## src/rtl/hazard_int_ctrl.sv

```systemverilog
// Pipeline sequencing controller: load-use stalls, jump flushes and interrupt entry
// (drain the pipe, inject the INT pseudo-op, then wait for its vector jump in EX).
module hazard_int_ctrl #(
    parameter int LOAD_STALL_CYC = 1,
    parameter int DRAIN_CYC      = 3,
    parameter int WAIT_MAX       = 8
) (
    input  logic       clk,
    input  logic       reset,
    input  logic       interrupt,
    input  logic       INT_enable,
    input  logic       mem_read_EX,
    input  logic [2:0] Rdst1_EX,
    input  logic [2:0] Rsrc_ID,
    input  logic [2:0] Rdst1_ID,
    input  logic       uses_rsrc_ID,
    input  logic       uses_rdst_ID,
    input  logic       do_jmp_EX,
    output logic       stall,
    output logic       flush_IF_ID,
    output logic       flush_ID_EX,
    output logic       int_inject,
    output logic       int_ack,
    output logic       int_err,
    output logic [2:0] fsm_state
);

    typedef enum logic [2:0] {
        IDLE       = 3'd0,
        LD_STALL   = 3'd1,
        INT_DRAIN  = 3'd2,
        INT_INJECT = 3'd3,
        INT_WAIT   = 3'd4
    } state_t;

    localparam int LW = $clog2(LOAD_STALL_CYC + 1);
    localparam int DW = $clog2(DRAIN_CYC + 1);
    localparam int WW = $clog2(WAIT_MAX + 1);

    state_t        state, next_state;
    logic          pending;
    logic          settle;
    logic [LW-1:0] ld_cnt, ld_cnt_next;
    logic [DW-1:0] drain_cnt, drain_cnt_next;
    logic [WW-1:0] wait_cnt, wait_cnt_next;
    logic          hazard;
    logic          stall_c, flush_if_c, flush_ex_c, inject_c, ack_c, err_c;
    logic          out_mask;

    assign hazard = mem_read_EX &
                    ((uses_rsrc_ID & (Rsrc_ID == Rdst1_EX)) |
                     (uses_rdst_ID & (Rdst1_ID == Rdst1_EX)));

    // settle marks the first cycle after reset, during which every output stays quiet
    always_ff @(posedge clk) begin
        if (reset) begin
            state     <= IDLE;
            pending   <= 1'b0;
            settle    <= 1'b1;
            ld_cnt    <= '0;
            drain_cnt <= '0;
            wait_cnt  <= '0;
        end else begin
            state     <= next_state;
            settle    <= 1'b0;
            ld_cnt    <= ld_cnt_next;
            drain_cnt <= drain_cnt_next;
            wait_cnt  <= wait_cnt_next;
            if (interrupt && INT_enable)
                pending <= 1'b1;
            else if (next_state == INT_INJECT)
                pending <= 1'b0;
            else if (state == IDLE && !INT_enable)
                pending <= 1'b0;
        end
    end

    always_comb begin
        next_state     = state;
        ld_cnt_next    = ld_cnt;
        drain_cnt_next = drain_cnt;
        wait_cnt_next  = wait_cnt;
        stall_c        = 1'b0;
        flush_if_c     = 1'b0;
        flush_ex_c     = 1'b0;
        inject_c       = 1'b0;
        ack_c          = 1'b0;
        err_c          = 1'b0;

        case (state)
            IDLE: begin
                ld_cnt_next = '0;
                if (do_jmp_EX) begin
                    flush_if_c = 1'b1;
                    flush_ex_c = 1'b1;
                end else if (hazard) begin
                    stall_c    = 1'b1;
                    flush_ex_c = 1'b1;
                    if (LOAD_STALL_CYC > 1)
                        next_state = LD_STALL;
                end else if (pending && INT_enable) begin
                    // IF_ID is held by the drain stall, so its PC becomes the return address
                    next_state     = INT_DRAIN;
                    drain_cnt_next = '0;
                end
            end

            LD_STALL: begin
                if (do_jmp_EX) begin
                    flush_if_c  = 1'b1;
                    flush_ex_c  = 1'b1;
                    next_state  = IDLE;
                    ld_cnt_next = '0;
                end else begin
                    stall_c    = 1'b1;
                    flush_ex_c = 1'b1;
                    if (ld_cnt == LW'(LOAD_STALL_CYC - 2)) begin
                        next_state  = IDLE;
                        ld_cnt_next = '0;
                    end else begin
                        ld_cnt_next = ld_cnt + LW'(1);
                    end
                end
            end

            INT_DRAIN: begin
                if (do_jmp_EX) begin
                    flush_if_c = 1'b1;
                    flush_ex_c = 1'b1;
                end else begin
                    stall_c    = 1'b1;
                    flush_ex_c = 1'b1;
                end
                if (drain_cnt == DW'(DRAIN_CYC - 1)) begin
                    next_state     = INT_INJECT;
                    drain_cnt_next = '0;
                end else begin
                    drain_cnt_next = drain_cnt + DW'(1);
                end
            end

            INT_INJECT: begin
                inject_c = 1'b1;
                ack_c    = 1'b1;
                if (do_jmp_EX) begin
                    flush_if_c = 1'b1;
                    flush_ex_c = 1'b1;
                end
                next_state    = INT_WAIT;
                wait_cnt_next = '0;
            end

            INT_WAIT: begin
                if (do_jmp_EX) begin
                    flush_if_c    = 1'b1;
                    flush_ex_c    = 1'b1;
                    next_state    = IDLE;
                    wait_cnt_next = '0;
                end else begin
                    stall_c = 1'b1;
                    if (wait_cnt == WW'(WAIT_MAX - 1)) begin
                        err_c         = 1'b1;
                        next_state    = IDLE;
                        wait_cnt_next = '0;
                    end else begin
                        wait_cnt_next = wait_cnt + WW'(1);
                    end
                end
            end

            default: next_state = IDLE;
        endcase

        if (settle)
            next_state = IDLE;
    end

    assign out_mask    = reset | settle;
    assign stall       = stall_c    & ~out_mask;
    assign flush_IF_ID = flush_if_c & ~out_mask;
    assign flush_ID_EX = flush_ex_c & ~out_mask;
    assign int_inject  = inject_c   & ~out_mask;
    assign int_ack     = ack_c      & ~out_mask;
    assign int_err     = err_c      & ~out_mask;
    assign fsm_state   = reset ? 3'd0 : state;

endmodule
```

## config.mk

```make
export PLATFORM = sky130hd
export DESIGN_NAME = hazard_int_ctrl
export DESIGN_NICKNAME = d
export VERILOG_FILES = /design/src/rtl/hazard_int_ctrl.sv
export SDC_FILE = /design/constraint.sdc
export NUM_CORES = 1
export LEC_CHECK = 0
export BUFFER_PORTS_ARGS = -buffer_cell sky130_fd_sc_hd__buf_2
export CAP_MARGIN = 0
export CORE_MARGIN = 4
export CORE_UTILIZATION = 53
export CTS_CLUSTER_DIAMETER = 120
export DETAILED_ROUTE_END_ITERATION = 10
export HOLD_SLACK_MARGIN = 0.08
export PLACE_DENSITY = 0.94
export SLEW_MARGIN = 20
export SYNTH_ARGS = -nofsm -noshare
export SYNTH_HDL_FRONTEND = slang
export SYNTH_SLANG_ARGS = --single-unit
```

## constraint.sdc

```tcl
create_clock -name clk -period 4 [get_ports clk]
set_input_delay 0.2 -clock clk [delete_from_list [all_inputs] [get_ports clk]]
set_output_delay 0.2 -clock clk [all_outputs]
set_load 0.05 [all_outputs]
```

=== Word level (Yosys, flattened, before mapping) ===
Index checks and enable logic that the tools add are counted.

* Output and inout port bits: 9
* Input port bits: 17
* Word-level logic and storage cells: 84
* Register bits after elaboration: 12

* $add $sub $neg: 3
* Eq/ne operators: 12
* Reductions and logical operators: 14
* Bitwise operators: 11
* Mux-type cells: 38

{| class="wikitable"
|+ Operators by type and width
! operator !! count
|-
| $mux W3 || 10
|-
| $mux W1 || 16
|-
| $pmux W3 S5 || 1
|-
| $eq A3 B2 Y1 const B || 3
|-
| $and A1 B1 Y1 || 8
|-
| $mux W2 || 4
|-
| $mux W4 || 2
|-
| $pmux W4 S2 || 1
|-
| $eq A3 B3 Y1 || 2
|-
| $reduce_bool A2 Y1 || 3
|-
| $reduce_or A5 Y1 || 1
|-
| $add A4 B1 Y4 const B || 1
|-
| $eq A4 B3 Y1 const B || 1
|-
| $ne A2 B2 Y1 const B || 2
|-
| $pmux W1 S2 || 2
|-
| $pmux W2 S2 || 1
|-
| $reduce_and A4 Y1 || 1
|-
| $reduce_or A2 Y1 || 2
|-
| $eq A3 B1 Y1 const B || 1
|-
| $eq A3 B3 Y1 const B || 1
|-
| $logic_and A1 B1 Y1 || 3
|-
| $logic_not A3 Y1 || 1
|-
| $pmux W1 S3 || 1
|-
| $reduce_bool A3 Y1 || 1
|-
| other kinds (8) || 9
|}

=== Depth between registers and ports, before layout ===
Gate-level depths: netlist of run 1.

* Word-level depth: 11
* Gate-level depth with buffers: 5
* Mapped depth without buffers: 5

=== Worst setup path after synthesis of run 1 ===
No wires, ideal clock.

* Kind: register -> output
* From: register state[0]
* To: output int_err
* Setup slack: 1747 ps
* Arrival time: 2053 ps
* Stages on the path, launching flop included: 4
* Required time: 3800 ps
* Cell sequence: dfxtp_1 buf_6 or4b_1 nor3_1

* Word-level cells in the longest chain between the ends: 3

{| class="wikitable"
|+ Ends and longest elaborated chain
! item !! RTL line !! RTL
|-
| from (decl) || 40 || <nowiki>state_t state, next_state;</nowiki>
|-
| from (signal assigned) || 64 || <nowiki>state <= next_state;</nowiki>
|-
| $eq A3 B3 Y1 || 90 || <nowiki>case (state)</nowiki>
|-
| $mux W1 || 90 ||
|-
| $and A1 B1 Y1 || 184 || <nowiki>assign int_err = err_c & ~out_mask;</nowiki>
|-
| to (decl) || 24 || <nowiki>output logic int_err,</nowiki>
|}

No other way between the ends.

=== Worst setup path in the final report of run 1 ===
* From: register state[2]
* To: output int_err

Same word-level chain as after synthesis.

==> results.toml, run 1 <==
[run_status]
status = "complete, no violations"

[power_and_ir_drop]
power.density_cell_area_nw_per_um2 = 262
leakage_nw = 0.392
peakVddDrop_mv = 0.172

[die]
std_cell_rows = 13
top_level_ports = 26
floorplan.die_area_um2 = 2230
core_footprint_um2 = 1380
die-width_um = 47.3
initial_utilization_pct = 59.1
die_h_um = 47.3

[min_path]
hp-start = "reset"
hold_class = "in -> reg"

[placed_design]
finalWeightedCongestion = 0.747
detailed_place_hpwl_mm = 1.52
dpl.cell_count = 135
io_buffer_count = 25

[sta]
setup_viol_count_final = 0
period_share_pct = 51.6
fmax_mhz = 484
finalSetupTns_ns = 0
finalHoldViolCount = 0
worst-slew-pin-transition_ns = 0.452
worst_clock_skew_ns = 0.00415
drv_slew = 0
grt_setup_unrepaired = "false"
final_period_minus_worst_setup_slack_ns = 2.07
slew_headroom_pct = 69.9

[logic_synthesis]
synth_flop_cell = "sky130_fd_sc_hd__dfxtp_1"
yosys.area.top_type = "sky130_fd_sc_hd__dfxtp_1"
netlist.area_leader.share_pct = 29.4
async_sr_flop_fraction_pct = 0
synthesis.area_per_instance_um2 = 8.01
synth_seq_cells = 12
synth-warning-count = 0
yosysSeqAreaShare_pct = 29.4
post_syn_area_um2 = 817
synth-edff-count = 0
gate_count_of_the_mapped_netlist = 102
netlist-cell-type-count = 43
dominant_cells_by_area_after_synthesis = "sky130_fd_sc_hd__dfxtp_1, sky130_fd_sc_hd__a21oi_1, sky130_fd_sc_hd__nor2_1"
postSynthNetCount = 120

[grt]
grt_overflow_total = 0
antenna_found_initial = 0
wire_length_of_the_first_global_routing_pass_mm = 3.04
grtUsageTotal_pct = 19.2
first_global_vias = 753
grt_start_max_net_pins = 17

[clock_tree]
post_cts_hold_buffer_count = 0
cts_made_buffers = 3
clk-insertion-delay-late_ns = 0.28
tritoncts_clock_tree = "yes"
cts.htree.levels = 1
clk_pin_slew_worst_paths_ns = 0.08
cts.sinks = 12
postCtsSetupRepairBufs = 0
cts_resized = 0
cts_root_buffer = "sky130_fd_sc_hd__clkbuf_4"
cts_buffer_depth = 2

[critical_path]
worst_r2r_startpoint = "state[2]"
worst_setup_path_end_kind = "output port"
crit_arrival_ns = 1.87
critical_path.max_stage_delay_ns = 0.61
cp.required_ns = 3.80
critPathLaunch = "state[2]"
critical_path.cell_chain = "or4b_1 -> nor3_1 -> buf_2"
worstPathMaxFanout = 15
cpMaxStageDelayCell = "sky130_fd_sc_hd__dfxtp_1"
reg2reg_setup_slack_ns = 2.36
critPathKind = "reg -> out"
worstSetupStartpointType = "flip-flop"

[final_layout]
num-nets-final = 143
most-common-layout-cells = "sky130_fd_sc_hd__buf_2, sky130_fd_sc_hd__dfxtp_1, sky130_fd_sc_hd__nor2_1"
area_growth_from_synthesis_to_layout_pct = 17.3
mostFrequentLayoutCell = "sky130_fd_sc_hd__buf_2"
drive_gt1_share_pct = 28.2
instances_no_fill = 139
antenna_cells = 0

[detailed_routing]
route.final.wire_length_mm = 1.89
routed-via-count = 797
routedWlPerCell_um = 13.6
drt_pre_antenna_iters = 3
route.antenna.remaining_nets = 0
drt_iter0_drc = 15
routed_via_density = 5.73
drc = 0

[run]
maxCapViolations = 0
## worst paths after layout
kind,cells after the start,end
setup / recovery,3,int_err
hold / removal,1,settle
setup reg to reg,4,wait_cnt[3]
hold reg to reg,2,wait_cnt[3]
## power by group
part | switching (mW) | leakage, nW | total (mW) | internal [mW]
sequential | 0.000814 | 0.0971 | 0.121 | 0.120
clock | 0.0418 | 0.0210 | 0.0971 | 0.0554
combinational | 0.0192 | 0.274 | 0.0331 | 0.0139
## kinds of logic (layout without fill, tap and decap cells)
logic type | count (synthesis) | in the layout | share of synthesized area, %
simple gates | 48 | 48 | 36.8
buf+inv | 9 | 31 | 5.67
fa+ha+maj | 1 | 1 | 1.53
flops | 12 | 12 | 29.4
compound gates | 26 | 26 | 20.2
xor+xnor | 6 | 6 | 6.43
## per-layer routing
layer  GRT usage, %  vias to the layer above  routed length (um)
li1               -                      413                   -
met4           11.0                        0                  32
met1           23.2                      367                 852
met2           31.8                       12                 949
met3           3.07                        5                  55
met5              0                        -                   0
## sequential cells by signal, indices dropped and copies added (netlist names)
signal and flops:
drain_cnt 2, ld_cnt 1, pending 1, settle 1, state 3, wait_cnt 4
## synthesized netlist by cell type (all sizes together), types with 2 or more instances
master and instances:
xnor2 3, nor4 3, nand3 3, nor3 3, xor2 3, nand3b 4, dfxtp 12, or2 2
clkbuf 4, nand2 5, nor4b 3, or3 2, inv 2, nor2b 4, buf 3, nor2 11
a21oi 9, o21ai 8
## worst max-delay path, delay by kind of cell, from the launching register on
kind / cells / cell delay [ns]
and+or+nand+nor: 2 / 0.70
DFF: 1 / 0.61
buffers and inverters: 1 / 0.29
## metrics by stage
step	setup slack, ns	power [mW]	util [%]	hold slack [ns]	instance area [um2]
final	1.93	0.251	69.3	0.194	958
after global routing	1.83	0.262	69.3	0.191	958
after floorplan	1.75	0.142	-	0.228	817
after detailed placement	2.26	0.157	66.7	0.476	922
after global placement	2.31	0.156	66.7	0.468	922
after CTS	1.95	0.252	69.3	0.184	958
## layout make-up
| type | instances | area [um2] |
|---|---|---|
| inverters | 2 | 7.51 |
| clock buffers | 4 | 36.3 |
| fillers | 105 | 424 |
| multi-input cells | 81 | 531 |
| repair buffers | 25 | 125 |
| flip-flops and latches | 12 | 240 |
| well taps | 15 | 18.8 |
Note: power is estimated with default switching activity, not from simulation.
==> inputs of run 2 (changes only) <==
CORE_UTILIZATION = 49   (was 53)
PLACE_DENSITY = 0.88   (was 0.94)
clock period = 2 ns   (was 4 ns; I/O delays follow)
==> results.toml, run 2 (synthesized netlist as in run 1, its figures left out) <==
[clock_tree]
tritoncts_clock_tree = "yes"
post_cts_hold_buffer_count = 0
cts.sinks = 12
cts_made_buffers = 3
cts.htree.levels = 1
clk-insertion-delay-late_ns = 0.28
clk_pin_slew_worst_paths_ns = 0.07
cts_root_buffer = "sky130_fd_sc_hd__clkbuf_4"
cts_buffer_depth = 2

[grt]
antenna_found_initial = 0
wire_length_of_the_first_global_routing_pass_mm = 3.11
grt_start_max_net_pins = 17
grt_overflow_total = 0
first_global_vias = 731
grtUsageTotal_pct = 16.0

[detailed_routing]
routed-via-count = 796
drt_pre_antenna_iters = 4
route.antenna.remaining_nets = 0
routedWlPerCell_um = 13.2
routed_via_density = 5.73
drt_iter0_drc = 8
route.final.wire_length_mm = 1.83
drc = 0

[sta]
finalSetupTns_ns = 0
final.setup.worst_slack_ns = 0.0942
worst-slew-pin-transition_ns = 0.466
holdWs_ns = 0.109
drv_slew = 0
final_period_minus_worst_setup_slack_ns = 1.91
worst_clock_skew_ns = 0.00960
period_share_pct = 95.3
fmax_mhz = 525
finalHoldViolCount = 0
grt_setup_unrepaired = "false"
setup_viol_count_final = 0
slew_headroom_pct = 68.9

[final_layout]
finish.utilization_pct = 62.1
top_registers = "wait_cnt: 4 flops, state: 3 flops, drain_cnt: 2 flops"
antenna_cells = 0
drive_gt1_share_pct = 30.1
most-common-layout-cells = "sky130_fd_sc_hd__buf_2, sky130_fd_sc_hd__nor2_1, sky130_fd_sc_hd__dfxtp_1"
num-nets-final = 143
mostFrequentLayoutCell = "sky130_fd_sc_hd__buf_2"
area_growth_from_synthesis_to_layout_pct = 17.2
regMostFlops = "wait_cnt"
largest_register_ffs = 4

[critical_path]
crit_arrival_ns = 1.81
worstSetupStartpointType = "flip-flop"
worst_setup_path_end_kind = "output port"
cp.required_ns = 1.90
critPathLaunch = "state[1]"
reg2reg_setup_slack_ns = 0.44
worstPathMaxFanout = 14
critPathKind = "reg -> out"
reg2regPathDepth = 3
worst_r2r_startpoint = "state[1]"

[power_and_ir_drop]
p_comb_share_pct = 14.5
power.total_mw = 0.461
power.density_cell_area_nw_per_um2 = 482
peakVddDrop_mv = 0.394
clockPowerShare_pct = 32.9
internal-power_mw = 0.338
switching_share_pct = 26.6
leakage_nw = 0.386
p_seq_share_pct = 52.6
p_sw_mw = 0.123

[die]
floorplan.die_area_um2 = 2380
die_h_um = 48.8
core_footprint_um2 = 1540
std_cell_rows = 14
die-width_um = 48.8
top_level_ports = 26
initial_utilization_pct = 53.0

[min_path]
hold_class = "in -> reg"
hold-path-cell-count = 1
hp-start = "reset"

[placed_design]
detailed_place_hpwl_mm = 1.45
finalWeightedCongestion = 0.769
dpl_worst_slack_ns = 0.375
io_buffer_count = 25

[run_status]
status = "complete, no violations"

[run]
maxCapViolations = 0
## run 2: changes by cell type in the layout (fill, tap and decap cells not counted)
cell,before,now
sky130_fd_sc_hd__dfxtp_2,0,1
sky130_fd_sc_hd__clkbuf_8,1,0
sky130_fd_sc_hd__dfxtp_1,12,11
sky130_fd_sc_hd__nor3_2,0,2
sky130_fd_sc_hd__nor3_1,3,1
## run 2: final cells by class
| class | instances | area [um2] |
|---|---|---|
| Fill cell | 133 | 584 |
| Multi-Input combinational cell | 81 | 541 |
| Sequential cell | 12 | 241 |
| Timing Repair Buffer | 25 | 125 |
| Clock buffer | 3 | 22.5 |
| Tap cell | 16 | 20.0 |
| Inverter | 2 | 7.51 |
## run 2: through the flow
stage	cells	area (um2)
global placement	136	933
detailed placement	136	933
CTS	139	956
finish	139	957
global route	139	957
floorplan	102	827
## run 2: worst paths after layout
path	to
setup / recovery	stall
hold / removal	settle
setup reg to reg	drain_cnt[1]
hold reg to reg	wait_cnt[3]
## run 2: routing by layer
metal	part of all wire [%]	track usage, %	vias to the layer above
met4	0.82	4.04	0
met2	52	26.1	17
met3	5.9	5.50	2
li1	-	-	411
met1	42	20.2	366
met5	0	0	-
## run 2: power groups by stage
| stage | registers, mW | clock network, mW | logic (mW) |
|---|---|---|---|
| 2_1_floorplan | 0.248 | 0 | 0.0371 |
| 3_3_place_gp | 0.248 | 0 | 0.0640 |
| 3_5_place_dp | 0.248 | 0 | 0.0669 |
| 4_1_cts | 0.242 | 0.158 | 0.0671 |
| 5_1_grt | 0.243 | 0.171 | 0.0729 |
| 6_report | 0.243 | 0.152 | 0.0668 |
## run 2: repair_timing
item,CTS,global route
endpoints found under the setup margin,0,1
gates resized for setup,0,1
setup buffers,0,0
## run 2: worst max-delay path, cell delays in order, from the launching register on
cell and delay, ns:
sky130_fd_sc_hd__dfxtp_1 0.45, sky130_fd_sc_hd__or3_1 0.45, sky130_fd_sc_hd__a211oi_2 0.33, sky130_fd_sc_hd__nor3_2 0.08, sky130_fd_sc_hd__buf_2 0.22
